### src/rtl/kronos_arb_pkg.sv
// kronos_arb_pkg
//   Shared types and constants for the Kronos instruction/data memory arbiter.
//   grant_t   : registered grant state, i.e. which channel was issued to
//               memory in the previous cycle (and is therefore acked now).
//   FULL_MASK : byte mask driven for instruction fetches (always whole word).
package kronos_arb_pkg;

   typedef enum logic [1:0] {
      IDLE      = 2'd0,
      GNT_INSTR = 2'd1,
      GNT_DATA  = 2'd2
   } grant_t;

   localparam logic [3:0] FULL_MASK = 4'hF;

endpackage

### src/rtl/kronos_arb_starve_ctr.sv
// kronos_arb_starve_ctr
//   Anti-starvation guard for instruction fetch. Counts consecutive cycles in
//   which a fetch is pending but loses arbitration. Once the count reaches
//   MAX_STARVE, force_instr is raised for as long as the fetch is pending;
//   the fetch then wins, which clears the count, so exactly one grant is
//   forced per saturation.
//   Only built when KRONOS_ARB_STARVE_GUARD_EN is defined.
// Ports:
//   clk           in   clock
//   rstz          in   synchronous active-low reset
//   instr_req     in   fetch request pending this cycle
//   instr_granted in   fetch is the arbitration winner this cycle
//   force_instr   out  fetch must win this cycle
module kronos_arb_starve_ctr
   import kronos_arb_pkg::*;
#(
   parameter int MAX_STARVE = 4
) (
   input  logic clk,
   input  logic rstz,
   input  logic instr_req,
   input  logic instr_granted,
   output logic force_instr
);

   localparam int            CW      = $clog2(MAX_STARVE + 1);
   localparam logic [CW-1:0] CNT_MAX = CW'(MAX_STARVE);

   logic [CW-1:0] starve_cnt;

   always_ff @(posedge clk) begin
      if (!rstz) begin
         starve_cnt <= '0;
      end else if (!instr_req || instr_granted) begin
         starve_cnt <= '0;
      end else if (starve_cnt != CNT_MAX) begin
         starve_cnt <= starve_cnt + 1'b1;
      end
   end

   assign force_instr = instr_req && (starve_cnt == CNT_MAX);

endmodule

### src/rtl/kronos_mem_arbiter.sv
// kronos_mem_arbiter
//   Shares one single-port synchronous memory (1-cycle read latency) between
//   the Kronos instruction-fetch and load/store buses.
//   Each cycle one winner is issued combinationally (data has priority);
//   the winner is registered in the grant state and acked the next cycle,
//   when the memory read data is also valid. Losers simply retry.
//   Handshake: a master raises req with its address/data and holds all of
//   them stable until it sees ack. ack is a one-cycle pulse exactly one
//   cycle after issue. A req still high in its ack cycle is a new request
//   and may be issued in that same cycle (1 access/cycle throughput).
//   Optional macro KRONOS_ARB_STARVE_GUARD_EN: after MAX_STARVE consecutive
//   lost fetch cycles the fetch is forced to win one grant.
// Ports:
//   clk, rstz                          clock, synchronous active-low reset
//   instr_addr/req -> instr_data/ack   fetch channel
//   data_addr/wr_data/mask/wr_en/req
//     -> data_rd_data/ack              load/store channel
//   mem_addr/wr_data/mask/en/wr_en     memory command (combinational)
//   mem_rd_data                        memory read data (1 cycle after mem_en)
//   dbg_grant                          grant state register
module kronos_mem_arbiter
   import kronos_arb_pkg::*;
#(
   parameter int MAX_STARVE = 4,
   parameter int AW         = 32
) (
   input  logic          clk,
   input  logic          rstz,
   input  logic [31:0]   instr_addr,
   input  logic          instr_req,
   output logic [31:0]   instr_data,
   output logic          instr_ack,
   input  logic [31:0]   data_addr,
   input  logic [31:0]   data_wr_data,
   input  logic [3:0]    data_mask,
   input  logic          data_wr_en,
   input  logic          data_req,
   output logic [31:0]   data_rd_data,
   output logic          data_ack,
   output logic [AW-1:0] mem_addr,
   output logic [31:0]   mem_wr_data,
   output logic [3:0]    mem_mask,
   output logic          mem_en,
   output logic          mem_wr_en,
   input  logic [31:0]   mem_rd_data,
   output grant_t        dbg_grant
);

   grant_t grant;
   grant_t grant_next;
   grant_t winner;
   logic   force_instr;

`ifdef KRONOS_ARB_STARVE_GUARD_EN
   kronos_arb_starve_ctr #(
      .MAX_STARVE (MAX_STARVE)
   ) u_starve_ctr (
      .clk           (clk),
      .rstz          (rstz),
      .instr_req     (instr_req),
      .instr_granted (winner == GNT_INSTR),
      .force_instr   (force_instr)
   );
`else
   logic unused_starve_cfg;
   assign unused_starve_cfg = (MAX_STARVE > 0);
   assign force_instr       = 1'b0;
`endif

   always_ff @(posedge clk) begin
      if (!rstz) begin
         grant <= IDLE;
      end else begin
         grant <= grant_next;
      end
   end

   always_comb begin
      winner      = IDLE;
      mem_addr    = '0;
      mem_wr_data = '0;
      mem_mask    = '0;
      mem_wr_en   = 1'b0;

      if (force_instr) begin
         winner = GNT_INSTR;
      end else if (data_req) begin
         winner = GNT_DATA;
      end else if (instr_req) begin
         winner = GNT_INSTR;
      end

      // Memory is held off for the whole reset cycle so nothing in flight
      // can be acked afterwards.
      mem_en = rstz && (winner != IDLE);

      case (winner)
         GNT_DATA: begin
            mem_addr    = AW'(data_addr);
            mem_wr_data = data_wr_data;
            mem_mask    = data_mask;
            mem_wr_en   = mem_en && data_wr_en;
         end
         GNT_INSTR: begin
            mem_addr = AW'(instr_addr);
            mem_mask = FULL_MASK;
         end
         default: ;
      endcase

      grant_next = mem_en ? winner : IDLE;
   end

   assign instr_ack    = (grant == GNT_INSTR);
   assign data_ack     = (grant == GNT_DATA);
   assign instr_data   = mem_rd_data;
   assign data_rd_data = mem_rd_data;
   assign dbg_grant    = grant;

endmodule
### config.mk
export PLATFORM = sky130hd
export DESIGN_NAME = kronos_mem_arbiter
export DESIGN_NICKNAME = d
export VERILOG_FILES = /design/src/rtl/kronos_arb_pkg.sv /design/src/rtl/kronos_arb_starve_ctr.sv /design/src/rtl/kronos_mem_arbiter.sv
export SDC_FILE = /design/constraint.sdc
export NUM_CORES = 1
export LEC_CHECK = 0
export ABC_AREA = 1
export CORE_AREA = 2 2 108 110
export DETAILED_ROUTE_END_ITERATION = 12
export DIE_AREA = 0 0 110 112
export PLACE_DENSITY_LB_ADDON = 0.15
export SLEW_MARGIN = 10
export SYNTH_ARGS = -nofsm -noshare
export SYNTH_HDL_FRONTEND = slang
export SYNTH_SLANG_ARGS = --single-unit
### constraint.sdc
create_clock -name clk -period 1 [get_ports clk]
set_input_delay 0.2 -clock clk [delete_from_list [all_inputs] [get_ports clk]]
set_output_delay 0.2 -clock clk [all_outputs]
set_load 0.1 [all_outputs]
# Word-level counts from Yosys, hierarchy flattened
# Cells that the tools add are included.
op_classes:
  mul: 0
  n_addsub: 0
  magnitude_cmp: 0
  muxes: 6
  n_reduce_logical: 4
  n_eq_ne: 4
  div: 0
  n_shift: 0
  bitwise: 0
op_table:
  columns: ["cell", "n"]
  rows:
  - ["32-bit case mux with 2 select lines", 1]
  - ["32-bit 2-to-1 mux", 1]
  - ["4-bit case mux with 2 select lines", 1]
  - ["2-bit by 1-bit equality test with 1-bit output (second input constant)", 2]
  - ["2-bit equality test (second input constant)", 2]
  - ["1-bit logical AND", 2]
  - ["1-bit 2-to-1 mux", 2]
  - ["2-bit 2-to-1 mux", 1]
  - ["2-bit AND reduction", 1]
  - ["2-bit nonzero test", 1]
word_totals:
  in_bits: 137
  out_inout_bits: 138
  latchBits: 0
  elab_cells: 15
  ff_bits: 2
  ramBits: 0
  romBits: 0
  n_memories: 0

# Logic depth before layout (Yosys ltp)
# Gate-level depths: netlist of run 1.
logic_depth:
  word_depth: 6
  mapped_depth: 5
  depth_no_buf: 4

# Worst setup path after synthesis of run 1
# OpenSTA, ideal clock, no wires.
synth_path:
  path_kind: "reg2out"
  start: "register grant[1] (netlist: dbg_grant[1])"
  end: "output data_ack"
  path_slack_ns: -1.514
  stages_incl_launch_ff: 3
  t_required_ns: 0.800
  path_buffers: 0
  arrival_ns: 2.314
  path_cell_list: "dfxtp_1 inv_1 nor2_1"
synth_between:
  elab_chain_len: 1
synth_rtl:
  columns: ["item", "line_no", "source"]
  rows:
  - ["start, declared", "kronos_mem_arbiter.sv:49", "grant_t grant;"]
  - ["start signal, assigned", "kronos_mem_arbiter.sv:74", "grant <= grant_next;"]
  - ["2-bit equality test", "kronos_mem_arbiter.sv:115", "assign data_ack = (grant == GNT_DATA);"]
  - ["end, declared", "kronos_mem_arbiter.sv:39", "output logic data_ack,"]
# Every way passes these cells.

# Worst setup path in the final report of run 1
layout_path:
  start: "input data_req"
  end: "output mem_wr_data[25]"
layout_between:
  elab_chain_len: 3
layout_rtl:
  columns: ["item", "line_no", "source"]
  rows:
  - ["start, declared", "kronos_mem_arbiter.sv:37", "input logic data_req,"]
  - ["2-bit 2-to-1 mux", "kronos_mem_arbiter.sv:87", "end else if (data_req) begin"]
  - ["2-bit equality test", "kronos_mem_arbiter.sv:97", "case (winner)"]
  - ["32-bit 2-to-1 mux", "kronos_mem_arbiter.sv:97", null]
  - ["end, declared", "kronos_mem_arbiter.sv:41", "output logic [31:0] mem_wr_data,"]
# Every way passes these cells.

==> key figures, run 1 <==
Worst setup path
  – Type of element launching the critical path: input port
  – CP Capture Point: mem_wr_data[25]
  – WS Path Type: input port to output pin
  – Endpoint class of the critical path: output pin
  – WP data required: roughly 0.80 ns
  – Critical path startpoint: data_req
  – Worst Path Arrival: 0.93 ns
  – CP max FO: 6

Timing
  – Max Fclk: 881 MHz
  – Worst slew pin tran: between 0.15 and 0.2 ns
  – Final period utilization: 113%
  – Final setup viols: 73
  – Endpoints failing hold: 0
  – Tmin final: 1.13 ns
  – RSZ-0062 raised after global routing: yes
  – Max-slew headroom: 86.7%
  – Final TNS setup: -5.80 ns
  – Worst setup margin: -0.135 ns
  – Slew Limit Fails: 0

Cells and area
  – Final #Nets: 544
  – Fillers: 1020
  – Area growth syn-to-layout: 259%
  – Non-Filler Instances: around 550
  – Layout cells sized above 1: 74.1%
  – Area taken by multi-input logic gates: between 2000 and 2500 um^2
  – Max reg flops: 2
  – Diodes inserted: 0
  – Register area: 47.5 um^2

Hold path
  – Worst hold path type: input port to flip-flop

Pwr
  – Leakage: approximately 2.3 nW
  – VDD IR max: slightly above 400 uV
  – PwrDens: 801 nW/um^2

Synthesis
  – Dominant synthesized flop cell: dfxtp_1
  – Post-Synth XOR/XNOR Area: 0%
  – Mapped cell area: approximately 1600 um^2
  – Post-synthesis sequential area ratio: 2.52%
  – Compound-Gate Fraction of Synth Area: 0%
  – Post-synth ARST share: 0%
  – Synth top area cells: buf_4 (34%), nand2_1 (25%), nand3_2 (20%)
  – Avg Synthesized Cell Area: 5.99 um^2
  – Synth Instances: approximately 270
  – Synth top area share: 33.6%
  – Post-Synth Adder-Cell Area: 0%
  – EDFF count, synth: 0
  – Flops & latches, synth: 2
  – Synth cell types: 11
  – Syn_nets: roughly 400
  – Most frequent cells after synthesis: nand2_1 (106), buf_4 (71), inv_1 (38)
  – Largest family of logic cells by synthesized area: buffers and inverters
  – Multiplexer share of the synthesized area: 0%
  – Simple-gate area share of the yosys netlist: 46.8%
  – Cell taking the most area after synthesis: buf_4
  – Yosys warnings: 0
  – Most common cell in the netlist: nand2_1

Detailed routing
  – Initial DRT Pass Iterations: 4
  – Number of remaining DRC errors: 0
  – Overall routed net length: 7680 um
  – Vias per cell: 3.88
  – Post-detailed-route count of antenna-violating nets: 0
  – DRT iter0 DRCs: between 40 and 50
  – Via count: 2127
  – Drt wl/cell: about 14 um

Floorplanning
  – Die W: 110 um
  – Core region area: 11200 um^2
  – Rows: 39
  – Starting Density: ~14%
  – DIE AREA: around 12000 um^2
  – Die H: ~110 um
  – IO Pins: 275

Clock tree
  – H-tree levels: 1
  – TritonCTS buffer count: 3
  – CTS root buf: clkbuf_16
  – TritonCTS clock tree: yes
  – Clk sinks: 2
  – Longest Clk Path Bufs: 2
  – CTS clk-pin slew, worst paths: 0.03 ns

Global route
  – Busiest grt layer: met2
  – M1 GR Usage: 12.4%
  – Gr usage total: 12.6%
  – Routing usage on met2: 24.0%
  – GR Overflow Total: 0
  – Largest net degree at the start of global routing: 13
  – First-pass GRT wire length: 12200 um
  – Initial antenna violation count: 0
  – Vias in the first global route: around 2400
  – M3 GR Usage: 4.68%

Place
  – Final GP Congestion: roughly 0.74
  – Placed cells: 532
  – Detailed-placement wirelength estimate: around 5900 um
  – PortBufs: 178

Outcome
  – Failing checks: setup timing
  – Outcome: complete, but fails checks

Flow run
  – MaxCap Viol Count: 0
==> layer usage <==
layer  up-vias  part of all wire, %  routed length, um
li1       1011                    -                  -
met1       965                   32               2430
met2       123                   54               4180
met3        28                   12                925
met4         0                  1.9                144
met5         -                    0                  0
==> where the power goes <==
| part | switching (W) | leakage, nW | internal (W) |
|---|---|---|---|
| logic | 0.00234 | 2.29 | 0.00154 |
| clock network | 0.0000899 | 0.0370 | 0.000509 |
| registers | 0.00000664 | 0.0178 | 0.0000818 |
| total | 0.00244 | 2.35 | 0.00213 |
==> worst min-delay path by stage <==
stage / startpoint / endpoint / slack (ns) / depth (start not counted)
6_report: instr_req / dbg_grant[1] / 0.38 / 5
5_1_grt: mem_rd_data[20] / instr_data[20] / 0.40 / 0
4_1_cts: instr_req / dbg_grant[1] / 0.38 / 5
3_5_place_dp: mem_rd_data[28] / data_rd_data[28] / 0.40 / 0
3_3_place_gp: mem_rd_data[28] / data_rd_data[28] / 0.40 / 0
2_1_floorplan: rstz / dbg_grant[1] / 0.34 / 2
==> cell usage in the layout (no fill, tap or decap), drive strengths merged <==
master         netlist  routed
nand2              106     106
clkbuf               0       4
nor2                 6       6
inv                 39       8
clkdlybuf4s15        0       1
clkinvlp             0      32
dfxtp                2       2
nand3               33      33
dlygate4sd2          0     101
buf                 79     112
==> stage by stage <==
stage                     total power (W)  utilization [%]  hold WS, ns  setup WS (ns)  cell area [um^2]
final                             0.00456             51.0        0.375         -0.135              5690
after global routing              0.00473             51.0        0.400         -0.160              5690
after CTS                         0.00459             50.4        0.381         -0.143              5630
after detailed placement          0.00382             45.8        0.401         -0.335              5110
after global placement            0.00380             45.8        0.401         -0.327              5110
after floorplan                   0.00357                -        0.343         -0.314              2840
==> kinds of logic (layout without fill, tap and decap cells) <==
family	after synthesis	after routing
AND/OR/NAND/NOR	145	145
buffers and inverters	118	258
flip-flops	2	2
==> repair_timing <==
action / 4_1_cts / 5_1_grt
hold buffers: 0 / 0
setup endpoints to repair: 72 / 73
pin swaps: 74 / 5
setup buffers: 3 / 0
cloned: 10 / 1
resized for setup: 194 / 11
==> worst max-delay path, stage by stage <==
cell and delay (ns):
buf_16 0.14, buf_12 0.15, buf_4 0.13, nand2_4 0.05
clkinvlp_4 0.08, buf_12 0.17
==> area by class of cell <==
class | count | share of cell area (%)
clock buffer | 3 | 1.32
inverter | 39 | 4.97
multi-input combinational | 145 | 35.4
sequential | 2 | 0.835
tap | 143 | 3.14
timing repair buffer | 215 | 54.2
timing repair inverter | 1 | 0.198
Power figures use the tool's default switching activity.
==> inputs of run 2 (changes only) <==
--- a/config.mk
+++ b/config.mk
@@ -5,12 +5,12 @@
 export SDC_FILE = /design/constraint.sdc
 export NUM_CORES = 1
 export LEC_CHECK = 0
-export ABC_AREA = 1
-export CORE_AREA = 2 2 108 110
+export CORE_AREA = 2 2 105 107
 export DETAILED_ROUTE_END_ITERATION = 12
-export DIE_AREA = 0 0 110 112
+export DIE_AREA = 0 0 107 109
 export PLACE_DENSITY_LB_ADDON = 0.15
 export SLEW_MARGIN = 10
 export SYNTH_ARGS = -nofsm -noshare
 export SYNTH_HDL_FRONTEND = slang
+export SYNTH_HIERARCHICAL = 1
 export SYNTH_SLANG_ARGS = --single-unit
==> key figures, run 2 <==
Synthesis
  – Simple-gate area share of the yosys netlist: 21.2% (-26 points)
  – Post-Synth XOR/XNOR Area: 0% (unchanged)
  – Post-synthesis sequential area ratio: 3.43% (+0.90 points)
  – Largest family of logic cells by synthesized area: buffers and inverters
  – Most common cell in the netlist: buf_4
  – Multiplexer share of the synthesized area: 0% (unchanged)
  – Post-synth ARST share: 0% (unchanged)
  – Synth cell types: 14 (+3)
  – Compound-Gate Fraction of Synth Area: 26.9% (+27 points)
  – Mapped cell area: 1170 um^2 (-26%)
  – Synth top area share: 41.1% (+7.5 points)
  – Flops & latches, synth: 2 (unchanged)
  – Synth Instances: 155 (-42%)
  – Post-Synth Adder-Cell Area: 0% (unchanged)
  – Cell taking the most area after synthesis: buf_4
  – Syn_nets: 292 (-27%)
  – Most frequent cells after synthesis: buf_4 (64), and2_1 (34), a22o_1 (31)
  – EDFF count, synth: 0 (unchanged)
  – Dominant synthesized flop cell: dfxtp_1
  – Avg Synthesized Cell Area: 7.54 um^2 (+26%)
  – Synth top area cells: buf_4 (41%), a22o_1 (23%), and2_1 (18%)
  – Yosys warnings: 6 (+6)

Worst setup path
  – Endpoint class of the critical path: output pin
  – WS Path Type: input port to output pin
  – CP max FO: 6 (unchanged)
  – Worst Path Arrival: 1.10 ns (+0.17 ns)
  – WP data required: 0.80 ns (about the same)
  – Type of element launching the critical path: input port

Detailed routing
  – Initial DRT Pass Iterations: 3 (-1)
  – Via count: 1586 (-25%)
  – Top Metal Used: met4
  – Post-detailed-route count of antenna-violating nets: 0 (unchanged)
  – Drt wl/cell: 14.0 um (-0.21%)
  – Met1 Wirelength: 1880 um (-22%)
  – DRT iter0 DRCs: 17 (-60%)
  – Vias per cell: 3.71 (-4.5%)
  – Overall routed net length: 5980 um (-22%)
  – Number of remaining DRC errors: 0 (unchanged)
  – Met3 WL post-DR: 857 um (-7.4%)
  – Met2 Wirelength: 3150 um (-25%)

Timing
  – RSZ-0062 raised after global routing: yes
  – Slew Limit Fails: 0 (unchanged)
  – Max-slew headroom: 89.7% (+3.0 points)
  – Worst slew pin tran: 0.155 ns (-0.0452 ns)
  – Final setup viols: 74 (+1.4%)
  – Final period utilization: 130% (+16 points)
  – Min Hold Slack: 0.400 ns (+0.0249 ns)
  – Final TNS setup: -12.42 ns (-6.62 ns)
  – Max Fclk: 771 MHz (-13%)
  – Worst setup margin: -0.297 ns (-0.163 ns)
  – Tmin final: 1.30 ns (+0.163 ns)
  – Endpoints failing hold: 0 (unchanged)

Cells and area
  – Highest-count cells in the layout ignoring fill and taps: buf_12 (85), clkdlybuf4s50_1 (51), dlygate4sd2_1 (49)
  – Commonest non-fill, non-tap cell in the layout: buf_12
  – Max reg flops: 2 (unchanged)
  – Area growth syn-to-layout: 259% (about the same)
  – Final #Nets: 427 (-22%)
  – Diodes inserted: 0 (unchanged)
  – Layout cells sized above 1: 64.2% (-9.8 points)

Global route
  – GR Overflow Total: 0 (unchanged)
  – Vias in the first global route: 1707 (-27%)
  – Initial antenna violation count: 0 (unchanged)
  – Gr usage total: 10.0% (-2.6 points)
  – Largest net degree at the start of global routing: 12 (-1)
  – First-pass GRT wire length: 9020 um (-26%)

Place
  – Detailed-placement wirelength estimate: 5020 um (-15%)
  – Final GP Congestion: 0.659 (-10%)
  – PortBufs: 178 (unchanged)

Hold path
  – Worst hold path type: input port to output pin
  – Worst hold stages: 0 (-5)
  – Worst Hold Launch: mem_rd_data[18]
  – Min-Delay Endpoint: instr_data[18]

Pwr
  – PwrDens: 891 nW/um^2 (+11%)
  – Power Total: 0.00374 W (-18%)
  – VDD IR max: 358 uV (-13%)
  – Leakage: 1.87 nW (-20%)

Clock tree
  – TritonCTS buffer count: 3 (unchanged)
  – CTS root buf: clkbuf_8
  – H-tree levels: 1 (unchanged)
  – Clk sinks: 2 (unchanged)
  – Post-CTS Hold Buffers: 0 (unchanged)
  – TritonCTS clock tree: yes
  – Longest Clk Path Bufs: 2 (unchanged)

Floorplanning
  – Rows: 38 (-2.6%)
  – Core region area: 10600 um^2 (-5.1%)
  – Starting Density: 11.0% (-3.2 points)
  – Die H: 109 um (-2.7%)
  – IO Pins: 275 (unchanged)
  – DIE AREA: 11700 um^2 (-5.3%)
  – Die W: 107 um (-2.7%)

Outcome
  – Outcome: complete, but fails checks
  – Failing checks: setup timing

Flow run
  – MaxCap Viol Count: 0 (unchanged)
[run 2: cell count changes in the layout (fill, tap and decap cells not counted), moves of 30 or more]
cell / previous run / this run
dlygate4sd2_1: 101 / 49
clkdlybuf4s50_1: 0 / 51
nand2_8: 40 / 0
nand2_4: 34 / 0
and2_4: 0 / 32
clkinvlp_4: 32 / 0
nand3_4: 32 / 0
a22o_4: 0 / 31
nand2_2: 32 / 2
[run 2: worst max path at each step]
| stage | from | end | cells after the start |
|---|---|---|---|
| after floorplan | dbg_grant[1] | data_ack | 1 |
| after global placement | instr_req | mem_addr[4] | 5 |
| after detailed placement | instr_req | mem_addr[25] | 5 |
| after CTS | instr_req | mem_addr[17] | 6 |
| after global routing | instr_req | mem_addr[13] | 6 |
| final | instr_req | mem_addr[13] | 6 |
[run 2: report_power, final]
part | leakage, nW | switching, W | internal (W)
Combinational | 1.83 | 0.00187 | 0.00147
Clock | 0.0216 | 0.0000559 | 0.000254
Sequential | 0.0178 | 0.00000538 | 0.0000819
[run 2: layout make-up]
cell class                      instances  area (um^2)
Fill cell                            1042         6400
Sequential cell                         2         47.5
Multi-Input combinational cell         77          992
Clock buffer                            3         41.3
Timing Repair Buffer                  206         2940
Tap cell                              140          175
[run 2: timing repair]
| action | in CTS | in global routing |
|---|---|---|
| gates cloned | 6 | 0 |
| setup buffers | 9 | 3 |
| pin swaps | 45 | 31 |
| endpoints found under the setup margin | 73 | 74 |
| gates resized for setup | 86 | 6 |
[run 2: per-stage QoR]
| stage | cell area (um^2) | std cells | setup WS, ns | util (%) |
|---|---|---|---|---|
| after global routing | 4200 | 428 | -0.319 | 39.6 |
| after CTS | 4190 | 428 | -0.306 | 39.6 |
| after detailed placement | 3880 | 412 | -0.674 | 36.6 |
| after floorplan | 1680 | 155 | -0.331 | - |
| final | 4200 | 428 | -0.297 | 39.6 |
| after global placement | 3880 | 412 | -0.679 | 36.6 |
[run 2: routing by layer]
layer	track usage (%)	up-vias
met5	0	-
met3	5.14	17
met2	18.5	132
met4	3.25	0
li1	-	726
met1	9.72	711
[run 2: logic make-up after synthesis]
family / count (synthesis)
DFF: 2
AOI/OAI and AO/OA: 37
buffers and inverters: 76
and+or+nand+nor: 40
[run 2: critical path: stages]
cell,delay [ns]
buf_6,0.09
nor2b_4,0.13
buf_12,0.14
buf_16,0.14
a22o_4,0.22
buf_12,0.16
